==> src/rtl/frame_mem_arbiter_pkg.sv <==
// Shared definitions for the frame memory subsystem.
// Holds the default geometry of the frame memory, which the VGA controller,
// the Game of Life engine and the memory controller also use, and the tag
// that marks which requester a read belongs to.
package frame_mem_arbiter_pkg;

    localparam int ADDR_W_DEF   = 16;
    localparam int DATA_W_DEF   = 16;
    localparam int MEM_LAT_DEF  = 3;
    localparam int MAX_WAIT_DEF = 8;

    // Requester that issued a read.
    typedef enum logic {
        TAG_DISP = 1'b0,
        TAG_GAME = 1'b1
    } tag_e;

    // One slot of the read-return pipeline.
    typedef struct packed {
        logic valid;
        tag_e tag;
    } rd_tag_t;

endpackage

==> src/rtl/frame_mem_arbiter_if.sv <==
// Bundle of the display client, game client and memory controller signals
// around the frame memory arbiter.
//   slave  : the arbiter's view (client requests and memory responses in,
//            acks, return data and memory commands out)
//   master : the surrounding system's view (clients plus memory controller)
interface frame_mem_arbiter_if
    import frame_mem_arbiter_pkg::*;
#(
    parameter int ADDR_W = ADDR_W_DEF,
    parameter int DATA_W = DATA_W_DEF
);
    // display client
    logic              dReq;
    logic [ADDR_W-1:0] dAddr;
    logic              dAck;
    logic              dValid;
    logic [DATA_W-1:0] dData;
    // game client
    logic              gReq;
    logic              gWe;
    logic [ADDR_W-1:0] gAddr;
    logic [DATA_W-1:0] gWdata;
    logic              gAck;
    logic              gValid;
    logic [DATA_W-1:0] gData;
    logic              gStarved;
    // memory controller
    logic              memReady;
    logic              memEn;
    logic              memWe;
    logic [ADDR_W-1:0] memAddr;
    logic [DATA_W-1:0] memWdata;
    logic [DATA_W-1:0] memRdata;

    modport slave (
        input  dReq, dAddr, gReq, gWe, gAddr, gWdata, memReady, memRdata,
        output dAck, dValid, dData, gAck, gValid, gData, gStarved,
               memEn, memWe, memAddr, memWdata
    );

    modport master (
        output dReq, dAddr, gReq, gWe, gAddr, gWdata, memReady, memRdata,
        input  dAck, dValid, dData, gAck, gValid, gData, gStarved,
               memEn, memWe, memAddr, memWdata
    );
endinterface

==> src/rtl/frame_mem_arbiter_read_tag_pipe.sv <==
// read_tag_pipe: DEPTH-deep shift register of {valid, tag} entries that
// travels alongside the memory read latency, so the entry leaving the last
// stage lines up with the memRdata word it describes.
// Ports:
//   clk  - system clock
//   rst  - asynchronous active-low clear (drops every in-flight entry)
//   push - entry entering the pipe this cycle
//   pop  - entry leaving the pipe this cycle
module read_tag_pipe
    import frame_mem_arbiter_pkg::*;
#(
    parameter int DEPTH = MEM_LAT_DEF
) (
    input  logic    clk,
    input  logic    rst,
    input  rd_tag_t push,
    output rd_tag_t pop
);

    rd_tag_t stage_q [DEPTH];

    always_ff @(posedge clk or negedge rst) begin
        if (!rst) begin
            for (int i = 0; i < DEPTH; i++) begin
                stage_q[i] <= '0;
            end
        end else begin
            stage_q[0] <= push;
            for (int i = 1; i < DEPTH; i++) begin
                stage_q[i] <= stage_q[i-1];
            end
        end
    end

    assign pop = stage_q[DEPTH-1];

endmodule

==> src/rtl/frame_mem_arbiter.sv <==
// frame_mem_arbiter: shares one single-port frame memory between the VGA
// scan-out fetch (display, read-only, priority) and the Game of Life engine
// (game, read/write, bounded wait). One registered command per cycle; read
// data is routed back to whichever requester issued the read.
// Ports:
//   clk - system clock
//   rst - asynchronous active-low reset
//   bus - client handshakes, return data and memory command/response
//         (frame_mem_arbiter_if, slave view)
module frame_mem_arbiter
    import frame_mem_arbiter_pkg::*;
#(
    parameter int ADDR_W   = ADDR_W_DEF,
    parameter int DATA_W   = DATA_W_DEF,
    parameter int MEM_LAT  = MEM_LAT_DEF,   // >= 1
    parameter int MAX_WAIT = MAX_WAIT_DEF   // >= 1
) (
    input  logic                  clk,
    input  logic                  rst,
    frame_mem_arbiter_if.slave    bus
);

    localparam int              CNT_W    = $clog2(MAX_WAIT + 1);
    localparam logic [CNT_W-1:0] WAIT_MAX = CNT_W'(MAX_WAIT);

    logic              d_ack, g_ack;
    logic [CNT_W-1:0]  wait_cnt_q, wait_cnt_d;
    logic              g_starved_q;

    logic              mem_en_q,    mem_en_d;
    logic              mem_we_q,    mem_we_d;
    logic [ADDR_W-1:0] mem_addr_q,  mem_addr_d;
    logic [DATA_W-1:0] mem_wdata_q, mem_wdata_d;
    tag_e              mem_tag_q,   mem_tag_d;

    logic              d_valid_q, d_valid_d;
    logic              g_valid_q, g_valid_d;
    logic [DATA_W-1:0] d_data_q,  d_data_d;
    logic [DATA_W-1:0] g_data_q,  g_data_d;

    rd_tag_t           tag_push, tag_pop;

    // Arbitration. rst gates the acks so nothing is accepted while the
    // block is held in reset.
    always_comb begin
        d_ack = 1'b0;
        g_ack = 1'b0;
        if (rst && bus.memReady) begin
            if (bus.dReq && bus.gReq) begin
                if (wait_cnt_q == WAIT_MAX) g_ack = 1'b1;
                else                        d_ack = 1'b1;
            end else if (bus.dReq) begin
                d_ack = 1'b1;
            end else if (bus.gReq) begin
                g_ack = 1'b1;
            end
        end
    end

    // Bounded-wait counter: counts cycles the game loses to the display.
    // Frozen while memory is busy so a refresh does not eat into the
    // game's guarantee.
    always_comb begin
        wait_cnt_d = wait_cnt_q;
        if (bus.memReady) begin
            if (!bus.gReq || g_ack) begin
                wait_cnt_d = '0;
            end else if (d_ack && wait_cnt_q != WAIT_MAX) begin
                wait_cnt_d = wait_cnt_q + 1'b1;
            end
        end
    end

    // Command issue. Address/data/tag hold their last value when idle;
    // only memEn qualifies them.
    always_comb begin
        mem_en_d    = d_ack | g_ack;
        mem_we_d    = g_ack & bus.gWe;
        mem_addr_d  = mem_addr_q;
        mem_wdata_d = mem_wdata_q;
        mem_tag_d   = mem_tag_q;
        if (g_ack) begin
            mem_addr_d  = bus.gAddr;
            mem_wdata_d = bus.gWdata;
            mem_tag_d   = TAG_GAME;
        end else if (d_ack) begin
            mem_addr_d  = bus.dAddr;
            mem_tag_d   = TAG_DISP;
        end
    end

    // The pipe is fed from the registered command, so its last stage is
    // visible exactly in the cycle the memory drives the read data.
    assign tag_push = '{valid: mem_en_q & ~mem_we_q, tag: mem_tag_q};

    read_tag_pipe #(
        .DEPTH (MEM_LAT)
    ) u_tag_pipe (
        .clk  (clk),
        .rst  (rst),
        .push (tag_push),
        .pop  (tag_pop)
    );

    // Return routing: only the addressed client's data register loads.
    always_comb begin
        d_valid_d = tag_pop.valid && (tag_pop.tag == TAG_DISP);
        g_valid_d = tag_pop.valid && (tag_pop.tag == TAG_GAME);
        d_data_d  = d_valid_d ? bus.memRdata : d_data_q;
        g_data_d  = g_valid_d ? bus.memRdata : g_data_q;
    end

    always_ff @(posedge clk or negedge rst) begin
        if (!rst) begin
            wait_cnt_q  <= '0;
            g_starved_q <= 1'b0;
            mem_en_q    <= 1'b0;
            mem_we_q    <= 1'b0;
            mem_addr_q  <= '0;
            mem_wdata_q <= '0;
            mem_tag_q   <= TAG_DISP;
            d_valid_q   <= 1'b0;
            g_valid_q   <= 1'b0;
            d_data_q    <= '0;
            g_data_q    <= '0;
        end else begin
            wait_cnt_q  <= wait_cnt_d;
            // Registered from the next count so it tracks wait_cnt_q exactly.
            g_starved_q <= (wait_cnt_d == WAIT_MAX);
            mem_en_q    <= mem_en_d;
            mem_we_q    <= mem_we_d;
            mem_addr_q  <= mem_addr_d;
            mem_wdata_q <= mem_wdata_d;
            mem_tag_q   <= mem_tag_d;
            d_valid_q   <= d_valid_d;
            g_valid_q   <= g_valid_d;
            d_data_q    <= d_data_d;
            g_data_q    <= g_data_d;
        end
    end

    assign bus.dAck     = d_ack;
    assign bus.gAck     = g_ack;
    assign bus.gStarved = g_starved_q;
    assign bus.memEn    = mem_en_q;
    assign bus.memWe    = mem_we_q;
    assign bus.memAddr  = mem_addr_q;
    assign bus.memWdata = mem_wdata_q;
    assign bus.dValid   = d_valid_q;
    assign bus.gValid   = g_valid_q;
    assign bus.dData    = d_data_q;
    assign bus.gData    = g_data_q;

endmodule

==> src/flat_wrapper.sv <==
// flat-port wrapper written by rule: the top's interface ports become plain ports
module frame_mem_arbiter_flat import frame_mem_arbiter_pkg::*;
#(
    parameter int ADDR_W   = ADDR_W_DEF,
    parameter int DATA_W   = DATA_W_DEF,
    parameter int MEM_LAT  = MEM_LAT_DEF,          
    parameter int MAX_WAIT = MAX_WAIT_DEF          
)
  (clk, rst, bus_dReq, bus_dAddr, bus_gReq, bus_gWe, bus_gAddr, bus_gWdata, bus_memReady, bus_memRdata, bus_dAck, bus_dValid, bus_dData, bus_gAck, bus_gValid, bus_gData, bus_gStarved, bus_memEn, bus_memWe, bus_memAddr, bus_memWdata);
  frame_mem_arbiter_if #(.ADDR_W(ADDR_W), .DATA_W(DATA_W)) bus_i ();
  input  logic clk;
  input  logic rst;
  input wire logic [$bits(bus_i.dReq)-1:0] bus_dReq;
  input wire logic [$bits(bus_i.dAddr)-1:0] bus_dAddr;
  input wire logic [$bits(bus_i.gReq)-1:0] bus_gReq;
  input wire logic [$bits(bus_i.gWe)-1:0] bus_gWe;
  input wire logic [$bits(bus_i.gAddr)-1:0] bus_gAddr;
  input wire logic [$bits(bus_i.gWdata)-1:0] bus_gWdata;
  input wire logic [$bits(bus_i.memReady)-1:0] bus_memReady;
  input wire logic [$bits(bus_i.memRdata)-1:0] bus_memRdata;
  output wire logic [$bits(bus_i.dAck)-1:0] bus_dAck;
  output wire logic [$bits(bus_i.dValid)-1:0] bus_dValid;
  output wire logic [$bits(bus_i.dData)-1:0] bus_dData;
  output wire logic [$bits(bus_i.gAck)-1:0] bus_gAck;
  output wire logic [$bits(bus_i.gValid)-1:0] bus_gValid;
  output wire logic [$bits(bus_i.gData)-1:0] bus_gData;
  output wire logic [$bits(bus_i.gStarved)-1:0] bus_gStarved;
  output wire logic [$bits(bus_i.memEn)-1:0] bus_memEn;
  output wire logic [$bits(bus_i.memWe)-1:0] bus_memWe;
  output wire logic [$bits(bus_i.memAddr)-1:0] bus_memAddr;
  output wire logic [$bits(bus_i.memWdata)-1:0] bus_memWdata;
  assign bus_i.dReq = bus_dReq;
  assign bus_i.dAddr = bus_dAddr;
  assign bus_i.gReq = bus_gReq;
  assign bus_i.gWe = bus_gWe;
  assign bus_i.gAddr = bus_gAddr;
  assign bus_i.gWdata = bus_gWdata;
  assign bus_i.memReady = bus_memReady;
  assign bus_i.memRdata = bus_memRdata;
  assign bus_dAck = bus_i.dAck;
  assign bus_dValid = bus_i.dValid;
  assign bus_dData = bus_i.dData;
  assign bus_gAck = bus_i.gAck;
  assign bus_gValid = bus_i.gValid;
  assign bus_gData = bus_i.gData;
  assign bus_gStarved = bus_i.gStarved;
  assign bus_memEn = bus_i.memEn;
  assign bus_memWe = bus_i.memWe;
  assign bus_memAddr = bus_i.memAddr;
  assign bus_memWdata = bus_i.memWdata;
  frame_mem_arbiter #(.ADDR_W(ADDR_W), .DATA_W(DATA_W), .MEM_LAT(MEM_LAT), .MAX_WAIT(MAX_WAIT)) u_core (.clk(clk), .rst(rst), .bus(bus_i));
endmodule
==> config.mk <==
export PLATFORM = sky130hd
export DESIGN_NAME = frame_mem_arbiter_flat
export DESIGN_NICKNAME = d
export VERILOG_FILES = /design/src/rtl/frame_mem_arbiter_pkg.sv /design/src/rtl/frame_mem_arbiter_if.sv /design/src/rtl/frame_mem_arbiter_read_tag_pipe.sv /design/src/rtl/frame_mem_arbiter.sv /design/src/flat_wrapper.sv
export SDC_FILE = /design/constraint.sdc
export NUM_CORES = 1
export LEC_CHECK = 0
export CAP_MARGIN = 10
export CORE_ASPECT_RATIO = 1.4
export CORE_MARGIN = 2
export CORE_UTILIZATION = 45
export CTS_BUF_LIST = sky130_fd_sc_hd__clkbuf_16
export CTS_CLUSTER_DIAMETER = 120
export DETAILED_ROUTE_END_ITERATION = 8
export PLACE_DENSITY = 0.86
export SYNTH_ARGS = -nofsm -noshare
export SYNTH_HDL_FRONTEND = slang
export SYNTH_HIERARCHICAL = 1
export SYNTH_SLANG_ARGS = --single-unit
==> constraint.sdc <==
create_clock -name clk -period 2.5 [get_ports clk]
set_input_delay 0.5 -clock clk [delete_from_list [all_inputs] [get_ports clk]]
set_output_delay 0.5 -clock clk [all_outputs]
set_load 0.005 [all_outputs]
==> run summary <==
For the area of the multi-input gates, the log shows 0.001005 mm^2. The shortest period the worst path allows is 2.468 ns, and the clock tree skew after final layout is 0.003332 ns. The final worst-path cycle share was 0.9873; the worst supply voltage drop on vdd was 0.5425 mV. The run finished with clean final reports.

The top cell type by total area after synthesis was sky130_fd_sc_hd__dfrtp_1. The die covers 0.007655 mm^2. The longest clock path from root to sink contains 2 buffers. The synthesized-area fraction occupied by ao, oa, aoi and oai cells is 0.07748, and the number of I/O port buffers is 140. Clock latency on the worst-skew pair, taken at its later pin, is 0.33 ns. In this run the number of H-tree levels came out at 3. TritonCTS built the clock tree. Static timing analysis puts the maximum clock frequency at 405.2 MHz. At the worst endpoint, the required time is 2.00 ns.

Counting every sink on the clock net gives 80. Entering global routing, the biggest net connects 74 pins. Counting distinct cell types in the post-synthesis netlist gives 29. The number of flip-flops and latches in the synthesized netlist was 80; the number of endpoints failing setup at the final stage was 0. The tool flagged a number of max-cap violations equal to 0. The run gives 0 as the final-report hold violation count. Dividing the detail-routed via count by the number of cells gives 5.014. The routed layout has 2562 vias. The worst setup path is captured at a primary output. In this run the static leakage power is 2.292 nW. The number of antenna violations at the first check in global routing is 1. The tools report the accumulated negative setup slack as 0 ns. The sequential cells in the finished layout cover a total of 0.002002 mm^2. Along the worst path, the maximum fanout reaches 4. The share of layout cells above drive strength 1 works out to 0.1566.

The count of final max-slew check failures came out at 0. The average routed wire per standard cell is 16.68 um, and the vertical die dimension is 102.7 um. Sorting the synthesized cells by area gives the leading types as sky130_fd_sc_hd__dfrtp_1 (64%), sky130_fd_sc_hd__mux2_2 (12%), sky130_fd_sc_hd__nand2_1 (7.2%). The via count of the first global-routing pass was 2773; the power density of the placed cells was 825.6 mW/mm^2. The total global-route track usage is 0.2335. The tree is rooted in a sky130_fd_sc_hd__clkbuf_16. In this run the standard cell core region covers 0.006847 mm^2. For the share of the yosys chip area belonging to registers, the log shows 0.6390. The synthesized-area fraction occupied by adder cells was 0.007987. The dominant combinational cell family by area after synthesis was simple AND/OR/NAND/NOR gates. Class of the tightest hold or removal check: input pin to asynchronous set/reset pin. The die is 74.52 um wide. For the worst flop-to-flop path, the logic depth is 9. The share of cell area taken by muxes after synthesis works out to 0.1150. The tools report the overflow left after global routing as 0. The critical path is of the register to primary output type.

The area added between synthesis and finish is 59.35%, and the top-level port count is 141. The pre-antenna-repair detailed-routing pass consisted of 5 iterations. In this run the cell area of the synthesized design comes to 0.003133 mm^2. The fraction of post-synthesis cell area in the top cell type by area works out to 0.6390. Setup repair after global routing left no endpoint under its margin. The initial standard-cell utilization of the core came out at 0.4576. The floorplan has 36 rows.

The number of buffers inserted during clock tree synthesis is 9. The number of nets at the end of the flow was 482. The net count after synthesis was 335.

The post-synthesis area per instance is 11.91 um^2, and the headroom to the max-slew limit is 0.4114. The tools report the final cell utilization of the core as 0.7292. The tools report the count of nets left with antenna violations after detail routing as 0.

The run gives 0.9150 as the last weighted congestion value of the routability-driven placer. At the pin with the least slew margin, the transition time is 0.8829 ns. For the filler cell count, the log shows 480. The count of synthesis-stage warnings from yosys came out at 6. STA classifies the critical path startpoint as a register. At the worst endpoint, the arrival time is 1.97 ns. The tools report the synthesized instance count as 263. The share of the synthesized netlist area taken by xor and xnor gates came out at 0. The number of DRC violations after detailed-routing iteration 0 came out at 238. The synthesized-area fraction occupied by and/or/nand/nor cells was 0.1162; the final wirelength was 8523 um. The HPWL after detailed placement is 6175 um.

The clock edge transition at the registers on the reported setup and hold paths was 0.06 ns; the global-route wire length before repair was 13460 um. The final routed DRC violation total came out at 0.
[state kept, by name, summed over array words and instances, names as in the netlist]
register,cells
u_core/bus.gStarved,1
u_core/bus.dData,16
u_core/bus.memWdata,16
u_core/u_tag_pipe/pop,2
u_core/bus.memWe,1
u_core/bus.gValid,1
u_core/bus.gData,16
u_core/u_tag_pipe/stage_q,4
u_core/bus.dValid,1
u_core/mem_tag_q,1
u_core/bus.memAddr,16
u_core/wait_cnt_q,4
u_core/bus.memEn,1
[cells by family after synthesis]
kind of cell,Yosys count
flops,80
compound gates,33
fa+ha+maj,2
mux,32
buf+inv,32
simple gates,84
[worst max-delay path: stages, from the launching register on]
cell and delay (ns):
sky130_fd_sc_hd__dfrtp_1 0.39, sky130_fd_sc_hd__inv_1 0.09, sky130_fd_sc_hd__ha_1 0.23, sky130_fd_sc_hd__and3b_2 0.26, sky130_fd_sc_hd__a21oi_4 0.15, sky130_fd_sc_hd__clkdlybuf4s50_1 0.52
[worst paths after layout]
path	from	endpoint	slack, ns
setup / recovery	u_core/wait_cnt_q[0]$_DFF_PN0_	bus_dAck	0.03
hold / removal	rst	u_core/bus.memAddr[1]$_DFFE_PN0P_	0.006
hold reg to reg	u_core/u_tag_pipe/stage_q[4]$_DFF_PN0_	u_core/u_tag_pipe/stage_q[2]$_DFF_PN0_	0.34
setup reg to reg	u_core/wait_cnt_q[0]$_DFF_PN0_	u_core/bus.memAddr[10]$_DFFE_PN0P_	0.38
max in group asynchronous	rst	u_core/bus.memAddr[6]$_DFFE_PN0P_	1.40
min in group clk	u_core/u_tag_pipe/stage_q[4]$_DFF_PN0_	u_core/u_tag_pipe/stage_q[2]$_DFF_PN0_	0.34
[layout by cell type (no fill, tap or decap)]
master                            count
sky130_fd_sc_hd__nor2_1               8
sky130_fd_sc_hd__nor4b_2              1
sky130_fd_sc_hd__dlymetal6s2s_1       1
sky130_fd_sc_hd__buf_4               11
sky130_fd_sc_hd__diode_2              1
sky130_fd_sc_hd__a221o_1              1
sky130_fd_sc_hd__and3_1               2
sky130_fd_sc_hd__a211oi_2             1
sky130_fd_sc_hd__ha_1                 2
sky130_fd_sc_hd__nand3b_1             1
sky130_fd_sc_hd__clkbuf_16            9
sky130_fd_sc_hd__o21ai_0              4
sky130_fd_sc_hd__nand2b_1             1
sky130_fd_sc_hd__clkdlybuf4s50_1    138
sky130_fd_sc_hd__a2111oi_0            1
sky130_fd_sc_hd__clkinv_1             1
sky130_fd_sc_hd__mux2_2              32
sky130_fd_sc_hd__inv_2                1
sky130_fd_sc_hd__a21oi_4              1
sky130_fd_sc_hd__inv_6                1
sky130_fd_sc_hd__o21ai_4              1
sky130_fd_sc_hd__nor2b_1              3
sky130_fd_sc_hd__clkinvlp_4           3
sky130_fd_sc_hd__and3b_2              1
sky130_fd_sc_hd__or3_1                1
sky130_fd_sc_hd__a222oi_1            10
sky130_fd_sc_hd__nand3_1              3
sky130_fd_sc_hd__and2_1               1
sky130_fd_sc_hd__or2_2                1
sky130_fd_sc_hd__nand4_1              1
sky130_fd_sc_hd__nand2_1             60
sky130_fd_sc_hd__inv_1               17
sky130_fd_sc_hd__dfrtp_1             80
sky130_fd_sc_hd__bufinv_16            2
sky130_fd_sc_hd__a21oi_1             14
[cell usage after synthesis]
cell type	count
sky130_fd_sc_hd__and3b_1	1
sky130_fd_sc_hd__inv_2	1
sky130_fd_sc_hd__or2_2	1
sky130_fd_sc_hd__nor2_1	8
sky130_fd_sc_hd__buf_4	2
sky130_fd_sc_hd__a221o_1	1
sky130_fd_sc_hd__or3_1	1
sky130_fd_sc_hd__buf_6	1
sky130_fd_sc_hd__nand3b_1	1
sky130_fd_sc_hd__a211oi_2	1
sky130_fd_sc_hd__o21ai_4	1
sky130_fd_sc_hd__a222oi_1	10
sky130_fd_sc_hd__nand3_1	3
sky130_fd_sc_hd__clkbuf_1	8
sky130_fd_sc_hd__mux2_2	32
sky130_fd_sc_hd__a2111oi_0	1
sky130_fd_sc_hd__nand4_1	1
sky130_fd_sc_hd__buf_2	3
sky130_fd_sc_hd__a21oi_1	15
sky130_fd_sc_hd__nand2_1	60
sky130_fd_sc_hd__nor2b_1	3
sky130_fd_sc_hd__o21ai_0	4
sky130_fd_sc_hd__and2_1	1
sky130_fd_sc_hd__ha_1	2
sky130_fd_sc_hd__nor4b_2	1
sky130_fd_sc_hd__dfrtp_1	80
sky130_fd_sc_hd__inv_1	17
sky130_fd_sc_hd__and3_1	2
sky130_fd_sc_hd__nand2b_1	1
[through the flow]
stage	instances	worst slack (ns)	instance area, um^2	total power [mW]	hold WS (ns)
after CTS	509	0.001433	4971	4.157	0.0005735
after global routing	511	0.01456	4992	4.313	0.005150
after floorplan	263	0.6955	3133	2.013	0.2044
final	511	0.03179	4992	4.122	0.005925
after global placement	493	0.07051	4647	2.719	0.3330
after detailed placement	493	0.07075	4647	2.768	0.3347
[where the power goes]
part / leakage [nW] / switching (mW) / internal (mW)
registers: 0.981 / 0.137 / 1.57
logic: 1.16 / 0.334 / 0.703
clock network: 0.146 / 0.508 / 0.874
total: 2.29 / 0.979 / 3.14
[routing by layer]
layer | wire, um | GRT usage | vias up
li1 | - | - | 1182
met1 | 3040 | 0.2683 | 1258
met2 | 4768 | 0.4166 | 101
met3 | 423 | 0.04106 | 21
met4 | 290 | 0.1071 | 0
met5 | 0 | 0 | -
[layout make-up]
type	count	share of cell area
repair buffers	150	0.2957
diodes	1	0.0005013
multi-input cells	151	0.2013
clock inverters	7	0.01905
inverters	18	0.01353
clock buffers	9	0.04511
well taps	95	0.02381
flip-flops and latches	80	0.4010
[repair_timing]
action                                  4_1_cts  5_1_grt
cloned                                        0        0
hold buffers                                  0        0
pin swaps                                     1        0
resized for setup                             1        3
endpoints found under the setup margin        1        2
buffers inserted                              0        1
Note: power is estimated with default switching activity, not from simulation.
